`config.mk`:
```
export PLATFORM = sky130hd
export DESIGN_NAME = mem_port_arbiter_flat
export DESIGN_NICKNAME = d
export VERILOG_FILES = /design/src/rtl/mem_port_arbiter_if.sv /design/src/rtl/mem_port_arbiter.sv /design/src/flat_wrapper.sv
export SDC_FILE = /design/constraint.sdc
export NUM_CORES = 1
export LEC_CHECK = 0
export ABC_AREA = 1
export CAP_MARGIN = 40
export CELL_PAD_IN_SITES_DETAIL_PLACEMENT = 1
export CELL_PAD_IN_SITES_GLOBAL_PLACEMENT = 1
export CORE_MARGIN = 3
export CORE_UTILIZATION = 28
export CTS_CLUSTER_DIAMETER = 50
export DETAILED_ROUTE_END_ITERATION = 8
export GPL_TIMING_DRIVEN = 0
export PLACE_DENSITY = 0.76
export SKIP_CTS_REPAIR_TIMING = 1
export SLEW_MARGIN = 20
export SYNTH_ARGS = -nofsm -noshare
export SYNTH_HDL_FRONTEND = slang
export SYNTH_SLANG_ARGS = --single-unit
```
`constraint.sdc`:
```
create_clock -name clk -period 1.9 [get_ports clk]
set_input_delay 0.475 -clock clk [delete_from_list [all_inputs] [get_ports clk]]
set_output_delay 0.475 -clock clk [all_outputs]
set_load 0.01 [all_outputs]
```
`src/rtl/mem_port_arbiter_if.sv`:
```
// Requester and RAM-side signals of the memory port arbiter.
// The arbiter connects through the slave modport; the environment uses master.
interface mem_port_arbiter_if #(
    parameter int unsigned ADDR_W = 16,
    parameter int unsigned DATA_W = 32
);
    logic              if_req;
    logic [ADDR_W-1:0] if_addr;
    logic              if_gnt;
    logic              if_rvalid;
    logic              d_req;
    logic              d_we;
    logic [ADDR_W-1:0] d_addr;
    logic [DATA_W-1:0] d_wdata;
    logic              d_gnt;
    logic              d_done;
    logic [DATA_W-1:0] rdata;
    logic              ram_en;
    logic              ram_we;
    logic [ADDR_W-1:0] ram_addr;
    logic [DATA_W-1:0] ram_wdata;
    logic [DATA_W-1:0] ram_rdata;
    logic              busy;

    modport slave (
        input  if_req, if_addr, d_req, d_we, d_addr, d_wdata, ram_rdata,
        output if_gnt, if_rvalid, d_gnt, d_done, rdata,
               ram_en, ram_we, ram_addr, ram_wdata, busy
    );

    modport master (
        output if_req, if_addr, d_req, d_we, d_addr, d_wdata, ram_rdata,
        input  if_gnt, if_rvalid, d_gnt, d_done, rdata,
               ram_en, ram_we, ram_addr, ram_wdata, busy
    );
endinterface

```
`src/rtl/mem_port_arbiter.sv`:
```
// Round-robin arbiter sharing one fixed-latency single-port RAM between the
// instruction-fetch and data requesters; one access in flight at a time.
module mem_port_arbiter #(
    parameter int unsigned ADDR_W  = 16,
    parameter int unsigned DATA_W  = 32,
    parameter int unsigned RAM_LAT = 1
) (
    input logic               clk,
    input logic               reset,
    mem_port_arbiter_if.slave bus
);
    localparam int unsigned CNT_W = 4;

    typedef enum logic [1:0] {IDLE, ACCESS, WAIT, DONE} state_t;
    typedef enum logic {OWN_FETCH, OWN_DATA} owner_t;

    state_t           state;
    owner_t           owner;
    owner_t           last_owner;
    logic             we_q;
    logic [CNT_W-1:0] cnt;
    logic             pick_data_c;

    // Arbitration: a lone requester wins; on contention the side that did not go last wins.
    always_comb begin
        pick_data_c = 1'b0;
        if (bus.d_req && !bus.if_req) begin
            pick_data_c = 1'b1;
        end else if (bus.d_req && bus.if_req) begin
            pick_data_c = (last_owner == OWN_FETCH);
        end
    end

    always_ff @(posedge clk) begin
        if (reset) begin
            state         <= IDLE;
            owner         <= OWN_FETCH;
            last_owner    <= OWN_DATA;
            we_q          <= 1'b0;
            cnt           <= CNT_W'(0);
            bus.if_gnt    <= 1'b0;
            bus.if_rvalid <= 1'b0;
            bus.d_gnt     <= 1'b0;
            bus.d_done    <= 1'b0;
            bus.ram_en    <= 1'b0;
            bus.ram_we    <= 1'b0;
            bus.ram_addr  <= ADDR_W'(0);
            bus.ram_wdata <= DATA_W'(0);
            bus.rdata     <= DATA_W'(0);
            bus.busy      <= 1'b0;
        end else begin
            // Strobes and pulses last a single cycle unless re-asserted below.
            bus.if_gnt    <= 1'b0;
            bus.if_rvalid <= 1'b0;
            bus.d_gnt     <= 1'b0;
            bus.d_done    <= 1'b0;
            bus.ram_en    <= 1'b0;
            bus.ram_we    <= 1'b0;

            unique case (state)
                IDLE: begin
                    if (bus.if_req || bus.d_req) begin
                        state      <= ACCESS;
                        bus.busy   <= 1'b1;
                        bus.ram_en <= 1'b1;
                        cnt        <= CNT_W'(RAM_LAT);
                        if (pick_data_c) begin
                            owner         <= OWN_DATA;
                            last_owner    <= OWN_DATA;
                            we_q          <= bus.d_we;
                            bus.ram_we    <= bus.d_we;
                            bus.ram_addr  <= bus.d_addr;
                            bus.ram_wdata <= bus.d_wdata;
                            bus.d_gnt     <= 1'b1;
                        end else begin
                            owner        <= OWN_FETCH;
                            last_owner   <= OWN_FETCH;
                            we_q         <= 1'b0;
                            bus.ram_addr <= bus.if_addr;
                            bus.if_gnt   <= 1'b1;
                        end
                    end
                end

                ACCESS: begin
                    if (we_q) begin
                        state <= DONE;
                        if (owner == OWN_DATA) bus.d_done    <= 1'b1;
                        else                   bus.if_rvalid <= 1'b1;
                    end else begin
                        state <= WAIT;
                    end
                end

                // Reads spend RAM_LAT cycles here; the last one carries valid ram_rdata.
                WAIT: begin
                    cnt <= cnt - CNT_W'(1);
                    if (cnt == CNT_W'(1)) begin
                        state     <= DONE;
                        bus.rdata <= bus.ram_rdata;
                        if (owner == OWN_DATA) bus.d_done    <= 1'b1;
                        else                   bus.if_rvalid <= 1'b1;
                    end
                end

                DONE: begin
                    state    <= IDLE;
                    bus.busy <= 1'b0;
                end

                default: begin
                    state    <= IDLE;
                    bus.busy <= 1'b0;
                end
            endcase
        end
    end
endmodule

```
`src/flat_wrapper.sv`:
```
// flat-port wrapper written by rule: the top's interface ports become plain ports
module mem_port_arbiter_flat 
#(
    parameter int unsigned ADDR_W  = 16,
    parameter int unsigned DATA_W  = 32,
    parameter int unsigned RAM_LAT = 1
)
  (clk, reset, bus_if_req, bus_if_addr, bus_d_req, bus_d_we, bus_d_addr, bus_d_wdata, bus_ram_rdata, bus_if_gnt, bus_if_rvalid, bus_d_gnt, bus_d_done, bus_rdata, bus_ram_en, bus_ram_we, bus_ram_addr, bus_ram_wdata, bus_busy);
  mem_port_arbiter_if #(.ADDR_W(ADDR_W), .DATA_W(DATA_W)) bus_i ();
  input logic clk;
  input logic reset;
  input wire logic [$bits(bus_i.if_req)-1:0] bus_if_req;
  input wire logic [$bits(bus_i.if_addr)-1:0] bus_if_addr;
  input wire logic [$bits(bus_i.d_req)-1:0] bus_d_req;
  input wire logic [$bits(bus_i.d_we)-1:0] bus_d_we;
  input wire logic [$bits(bus_i.d_addr)-1:0] bus_d_addr;
  input wire logic [$bits(bus_i.d_wdata)-1:0] bus_d_wdata;
  input wire logic [$bits(bus_i.ram_rdata)-1:0] bus_ram_rdata;
  output wire logic [$bits(bus_i.if_gnt)-1:0] bus_if_gnt;
  output wire logic [$bits(bus_i.if_rvalid)-1:0] bus_if_rvalid;
  output wire logic [$bits(bus_i.d_gnt)-1:0] bus_d_gnt;
  output wire logic [$bits(bus_i.d_done)-1:0] bus_d_done;
  output wire logic [$bits(bus_i.rdata)-1:0] bus_rdata;
  output wire logic [$bits(bus_i.ram_en)-1:0] bus_ram_en;
  output wire logic [$bits(bus_i.ram_we)-1:0] bus_ram_we;
  output wire logic [$bits(bus_i.ram_addr)-1:0] bus_ram_addr;
  output wire logic [$bits(bus_i.ram_wdata)-1:0] bus_ram_wdata;
  output wire logic [$bits(bus_i.busy)-1:0] bus_busy;
  assign bus_i.if_req = bus_if_req;
  assign bus_i.if_addr = bus_if_addr;
  assign bus_i.d_req = bus_d_req;
  assign bus_i.d_we = bus_d_we;
  assign bus_i.d_addr = bus_d_addr;
  assign bus_i.d_wdata = bus_d_wdata;
  assign bus_i.ram_rdata = bus_ram_rdata;
  assign bus_if_gnt = bus_i.if_gnt;
  assign bus_if_rvalid = bus_i.if_rvalid;
  assign bus_d_gnt = bus_i.d_gnt;
  assign bus_d_done = bus_i.d_done;
  assign bus_rdata = bus_i.rdata;
  assign bus_ram_en = bus_i.ram_en;
  assign bus_ram_we = bus_i.ram_we;
  assign bus_ram_addr = bus_i.ram_addr;
  assign bus_ram_wdata = bus_i.ram_wdata;
  assign bus_busy = bus_i.busy;
  mem_port_arbiter #(.ADDR_W(ADDR_W), .DATA_W(DATA_W), .RAM_LAT(RAM_LAT)) u_core (.clk(clk), .reset(reset), .bus(bus_i));
endmodule
```
* Word-level counts from Yosys, hierarchy flattened *
Cells that the tools add are included.

cells by class
  add/subtract/negate cells = 1
  bitwise logic cells = 3
  equality and inequality tests = 6
  mux-type cells = 23
  reduce and logical (&&, ||, !) cells = 15

operator list
  operator                                                                number
  16-bit two-way mux                                                      1
  1-bit two-way mux                                                       14
  2-bit AND reduction                                                     5
  2-bit case mux with 4 select lines                                      1
  4-bit case mux with 2 select lines                                      1
  1-bit case mux with 2 select lines                                      3
  2-bit equality test (second input constant)                             2
  4-bit by 1-bit equality test with 1-bit output (second input constant)  1
  2-bit two-way mux                                                       2
  4-bit two-way mux                                                       1
  2-bit by 1-bit != test with 1-bit output (second input constant)        2
  2-bit nonzero test                                                      2
  4-bit by 1-bit subtractor with 4-bit output (second input constant)     1
  1-bit NOT                                                               3
  3-bit AND reduction                                                     1
  3-bit OR reduction                                                      1
  2-bit by 1-bit equality test with 1-bit output (second input constant)  1
  1-bit logical AND                                                       2
  2-bit logical NOT                                                       1
  2-bit OR reduction                                                      1
  1-bit logical NOT                                                       1
  1-bit logical OR                                                        1

word-level totals
  register bits after elaboration = 96
  output and inout port bits = 87
  input port bits = 101
  word-level logic and storage cells = 63

* Longest topological paths before layout *
  depth after elaboration = 4
  mapped depth = 10
  mapped depth without buffers = 9

* Worst setup path before layout *
OpenSTA, ideal clock, no wires.

  path type = register -> register
  start = register u_core.state[0]
  end = register u_core.bus.ram_addr[4] (netlist bit)
  buffers on the path = 2
  setup time = 0.117 ns
  slack = 0.474 ns
  stages on the path, launching flop included = 10
  clock period less this slack = 1.426 ns
  required time = 1.783 ns
  arrival = 1.309 ns
  cell sequence = dfxtp_1 -> inv_1 -> ha_1 -> buf_4 -> inv_2 -> nor2_8 -> buf_6 -> nand2_1 -> a21oi_1 -> nor2_1

on the way
  longest elaborated chain between the ends = 2

ends and longest elaborated chain
  what                           RTL line                   source
  start: declaration             mem_port_arbiter.sv:17     state_t state;
  start signal: assignment       mem_port_arbiter.sv:36     state <= IDLE;
  start signal: assignment       mem_port_arbiter.sv:63     state <= ACCESS;
  start signal: assignment       mem_port_arbiter.sv:87     state <= DONE;
  2-bit logical NOT              mem_port_arbiter.sv:60     unique case (state)
  2-bit AND reduction (no line)  n/a
  end signal: assignment         mem_port_arbiter.sv:72     bus.ram_addr <= bus.d_addr;
  end signal: assignment         mem_port_arbiter.sv:79     bus.ram_addr <= bus.if_addr;
  end: declaration               mem_port_arbiter_if.sv:28  ram_en, ram_we, ram_addr, ram_wdata, busy

Every way passes these cells.
A chain may end at the register's enable or synchronous reset.

* Worst setup path in the final report *
  start = register u_core.bus.rdata[2]
  end = output bus_rdata[2]

RTL lines
  what                      RTL line                   source
  start: declaration        mem_port_arbiter_if.sv:27  output if_gnt, if_rvalid, d_gnt, d_done, rdata,
  start signal: assignment  mem_port_arbiter.sv:100    bus.rdata <= bus.ram_rdata;
  end: declaration          flat_wrapper.sv:23         output wire logic [$bits(bus_i.rdata)-1:0] bus_rdata;

No word-level cell between the ends.

==> metrics list <==
- The Yosys step of the flow raised 0 warnings.
- Total Power: between 7 and 8 mW
* Biggest area contributors in the synthesized netlist: sky130_fd_sc_hd__dfxtp_1 (50%), sky130_fd_sc_hd__nor2_1 (8.8%), sky130_fd_sc_hd__nand2_1 (7.8%)
* Number of vias per cell after detailed routing: ~4.6
- In the final layout, the share of cells above drive strength 1 is 0.0921.
- At the pin with the least slew margin, the transition time is between 0.6 and 0.7 ns.
- Post-synthesis xor/xnor area fraction: 0.00228
- In this run the number of H-tree levels came out at 3.
* Effective utilization at floorplan: 0.288
- The share of the Yosys chip area taken by registers is 0.500.
* Class of the worst hold path: reg2reg
- The worst register-to-register path begins at u_core.state[0].
- The first TritonRoute pass finished after 4 iterations.
- Crit path required time: around 1.4 ns
- For this design, the slowest cell found on the critical path is sky130_fd_sc_hd__clkdlybuf4s50_1.
* Detailed-route DRC error count: 0
- Num ports: approximately 190
- Of the post-synthesis cell area, the dominant cell type holds 0.500.
* Adder-Cell Fraction of Synth Area: 0.0228
- The floorplan has 42 rows.
- Die Wd: between 100 and 150 µm
- Avg Inst Size Synth: 7.99 µm²
- Final TNS setup: 0 ns
- Period utilisation layout: 0.916
* Source of the worst hold timing path: u_core.bus.ram_wdata[20]
* Most common cell after layout, fill and taps aside: sky130_fd_sc_hd__clkdlybuf4s50_1
- Once routing completed, OpenROAD measured the worst setup slack at around 0.16 ns.
* Total inserted antenna cells: 0
* CP Launch Type: flip-flop
- In the synthesized netlist the dominant register cell turns out to be sky130_fd_sc_hd__dfxtp_1.
- Max-cap violations in this run came to 0.
- Dividing the detail-routed wire length by the instance count gives roughly 16 µm.
* Number of storage elements in the synthesis netlist: between 90 and 100
- Total die area: 0.0152 mm²
- Core outline area: 0.0133 mm²
* Hold endpoint: u_core.bus.ram_wdata[20]
- Cell count of the worst reg-to-reg path: 8
- In this run the vertical extent of the chip is around 120 µm.
- The first global-routing pass estimated between 20 and 25 mm of wire.
- The cell count after synthesis came out at roughly 480.
* Number of standard cells in the final layout excluding fillers: 860
- In the final layout, flip-flops and latches occupy 0.00192 mm².
* EDFF count, synth: 0
* R2r endpoint: u_core.bus.rdata[12]
- Static Leak: around 2.4 nW
- Setup slack of the most critical reg-to-reg path: roughly 0.21 ns
- Clock tree synthesis inserted a total of 9 buffers.
* Synth Area in Compound Gates: 0.147
* Via count of the first global-routing pass: around 4200
- The tightest hold path in the finished design has a slack of 0.461 ns.
- Pin count of the biggest net entering global routing: 17
- The multi-input combinational cells in the finished layout cover a total of about 0.0017 mm².
- Time the worst path needs with I/O delays and setup: approximately 1.7 ns
- Synthesized cell area: between 0.003 and 0.004 mm²
* Total via count after detailed routing: between 3000 and 4000
* Worst max-slew margin expressed relative to the limit: 0.543
- Setup repair after global routing left no endpoint under its margin.
* Placed Cells: ~840
- OpenSTA, run right after detailed placement, puts the worst setup slack at -0.173 ns.
- Post-DRT Antenna Nets: 0
- After detailed routing, the total wire length is about 13 mm.
- Post-synthesis cell type with the largest combined area: sky130_fd_sc_hd__dfxtp_1
* Largest family of logic cells by synthesized area: simple AND/OR/NAND/NOR gates
- In this run, distinct cell masters in the synthesized netlist total 26.
* Cell family with the largest share of critical-path delay: buffers and inverters
* Type of the setup path with the least slack: reg2out
- Critical path endpoint category: output port
* Max-slew violation total from the final report: 0
* Detailed placement HPWL: ~10 mm
- In the final design database the tool counted 787 nets.
- Peak fanout along the critical path: 2
- After routing the design area is roughly 0.0062 mm².
- Counting every net in the synthesized netlist gives between 500 and 600.
* Proportion of register bits with asynchronous set or reset after synthesis: 0
- Share of the core filled with cells: 0.466
* Later-pin clock latency in the skew report: between 0.3 and 0.4 ns
- Final hold viol count: 0
* Commonest cells after routing, fill and taps aside: sky130_fd_sc_hd__clkdlybuf4s50_1 (187), sky130_fd_sc_hd__dfxtp_1 (96), sky130_fd_sc_hd__nor2_1 (90), sky130_fd_sc_hd__nand2_1 (80), sky130_fd_sc_hd__a21oi_1 (48)
- CTS tree: done
* Clock-pin slew on the worst setup and hold paths: about 0.07 ns
- The flow ran to the end, and the final reports show no timing, DRC or antenna violations.
- Setup violations remaining at the end of the flow were counted as 0.
* Min-Delay Path Depth: 2
* Simple-Gate Fraction of Synth Area: 0.258
- Clk Tree Root Cell: sky130_fd_sc_hd__clkbuf_16
- Clock tree synthesis found a total of 96 sinks.
* Max Root-Sink Buffers: 2
- Share of cell area taken by muxes after synthesis: 0
- The number of antenna violations at the first check in global routing is 0.
* Cell breakdown of the critical path: clkdlybuf4s50_1
- RD Place Congestion: around 0.8
* Worst IR drop on VDD: 0.497 mV
- Total buffers and inverters traversed by the critical path: 1
- In this run the number of cells on the critical path is 1.
* Slowest Stage Delay on Critical Path: approximately 0.58 ns
- After global routing the overflow that remains totals 0.
* Area growth syn-to-layout: 61.9%
- During placement, the flow inserted port buffers numbering ~190.
- In this run, the number of DRC markers left after iteration 0 of detailed routing was 143.
- Global Route Usage Sum: 0.179
- Areal power density over the cells: approximately 1200 mW/mm²
* Worst EP arrival: 1.26 ns
* Highest achievable clock rate: approximately 0.57 GHz
* Skew final: roughly 0.0069 ns
- Total of fill cells in the finished design: 1613
- Total placed instance area: about 0.0059 mm²
## layout make-up
type | instances | share of cell area
clock buffers | 11 | 0.0390
repair buffers | 187 | 0.301
clock inverters | 5 | 0.00664
inverters | 12 | 0.00805
plain buffers | 31 | 0.0350
well taps | 176 | 0.0354
multi-input cells | 342 | 0.266
flip-flops and latches | 96 | 0.309
## worst max-delay path by stage
stage	startpoint	end	slack (ns)
CTS	u_core.bus.ram_addr[13]	bus_ram_addr[13]	0.12
detailed placement	reset	u_core.bus.ram_addr[10]	-0.17
global placement	reset	u_core.bus.ram_addr[13]	-0.14
floorplan	u_core.state[0]	u_core.bus.ram_addr[4]	0.47
global route	u_core.state[0]	u_core.bus.rdata[22]	0.03
finish	u_core.bus.rdata[2]	bus_rdata[2]	0.16
## logic make-up (layout without fill, tap and decap cells)
| family | after synthesis | in the layout |
|---|---|---|
| compound gates | 107 | 107 |
| buf+inv | 43 | 246 |
| fa+ha+maj | 7 | 7 |
| simple gates | 227 | 227 |
| flops | 96 | 96 |
| xor+xnor | 1 | 1 |
## sequential cells by signal, summed over array words and instances, names as in the netlist, 2 cells and up
signal	flops
u_core.bus.ram_wdata	32
u_core.bus.rdata	32
u_core.bus.ram_addr	16
u_core.cnt	4
u_core.state	2
## power by group
group          switching [mW]  internal, mW
combinational            1.70          1.51
sequential              0.259          2.47
clock                   0.801         0.936
## Yosys cell counts (2+ instances only)
master,number
sky130_fd_sc_hd__dfxtp_1,96
sky130_fd_sc_hd__nor2_1,90
sky130_fd_sc_hd__nand2_1,80
sky130_fd_sc_hd__a21oi_1,48
sky130_fd_sc_hd__o21ai_0,46
sky130_fd_sc_hd__nand3_1,40
sky130_fd_sc_hd__buf_6,10
sky130_fd_sc_hd__nand2_2,10
sky130_fd_sc_hd__clkbuf_1,9
sky130_fd_sc_hd__a21oi_2,8
sky130_fd_sc_hd__inv_1,8
sky130_fd_sc_hd__ha_1,7
sky130_fd_sc_hd__buf_2,6
sky130_fd_sc_hd__buf_4,5
sky130_fd_sc_hd__o21ai_1,5
sky130_fd_sc_hd__inv_2,2
sky130_fd_sc_hd__nor2_4,2
## routing by layer
layer,global-route usage,up-vias,routed length [µm]
met1,0.196,1868,5390
met3,0.0778,17,1440
li1,-,1966,-
met2,0.305,145,6340
met5,0,-,0
met4,0.0720,0,272
Note: power is estimated with default switching activity, not from simulation.
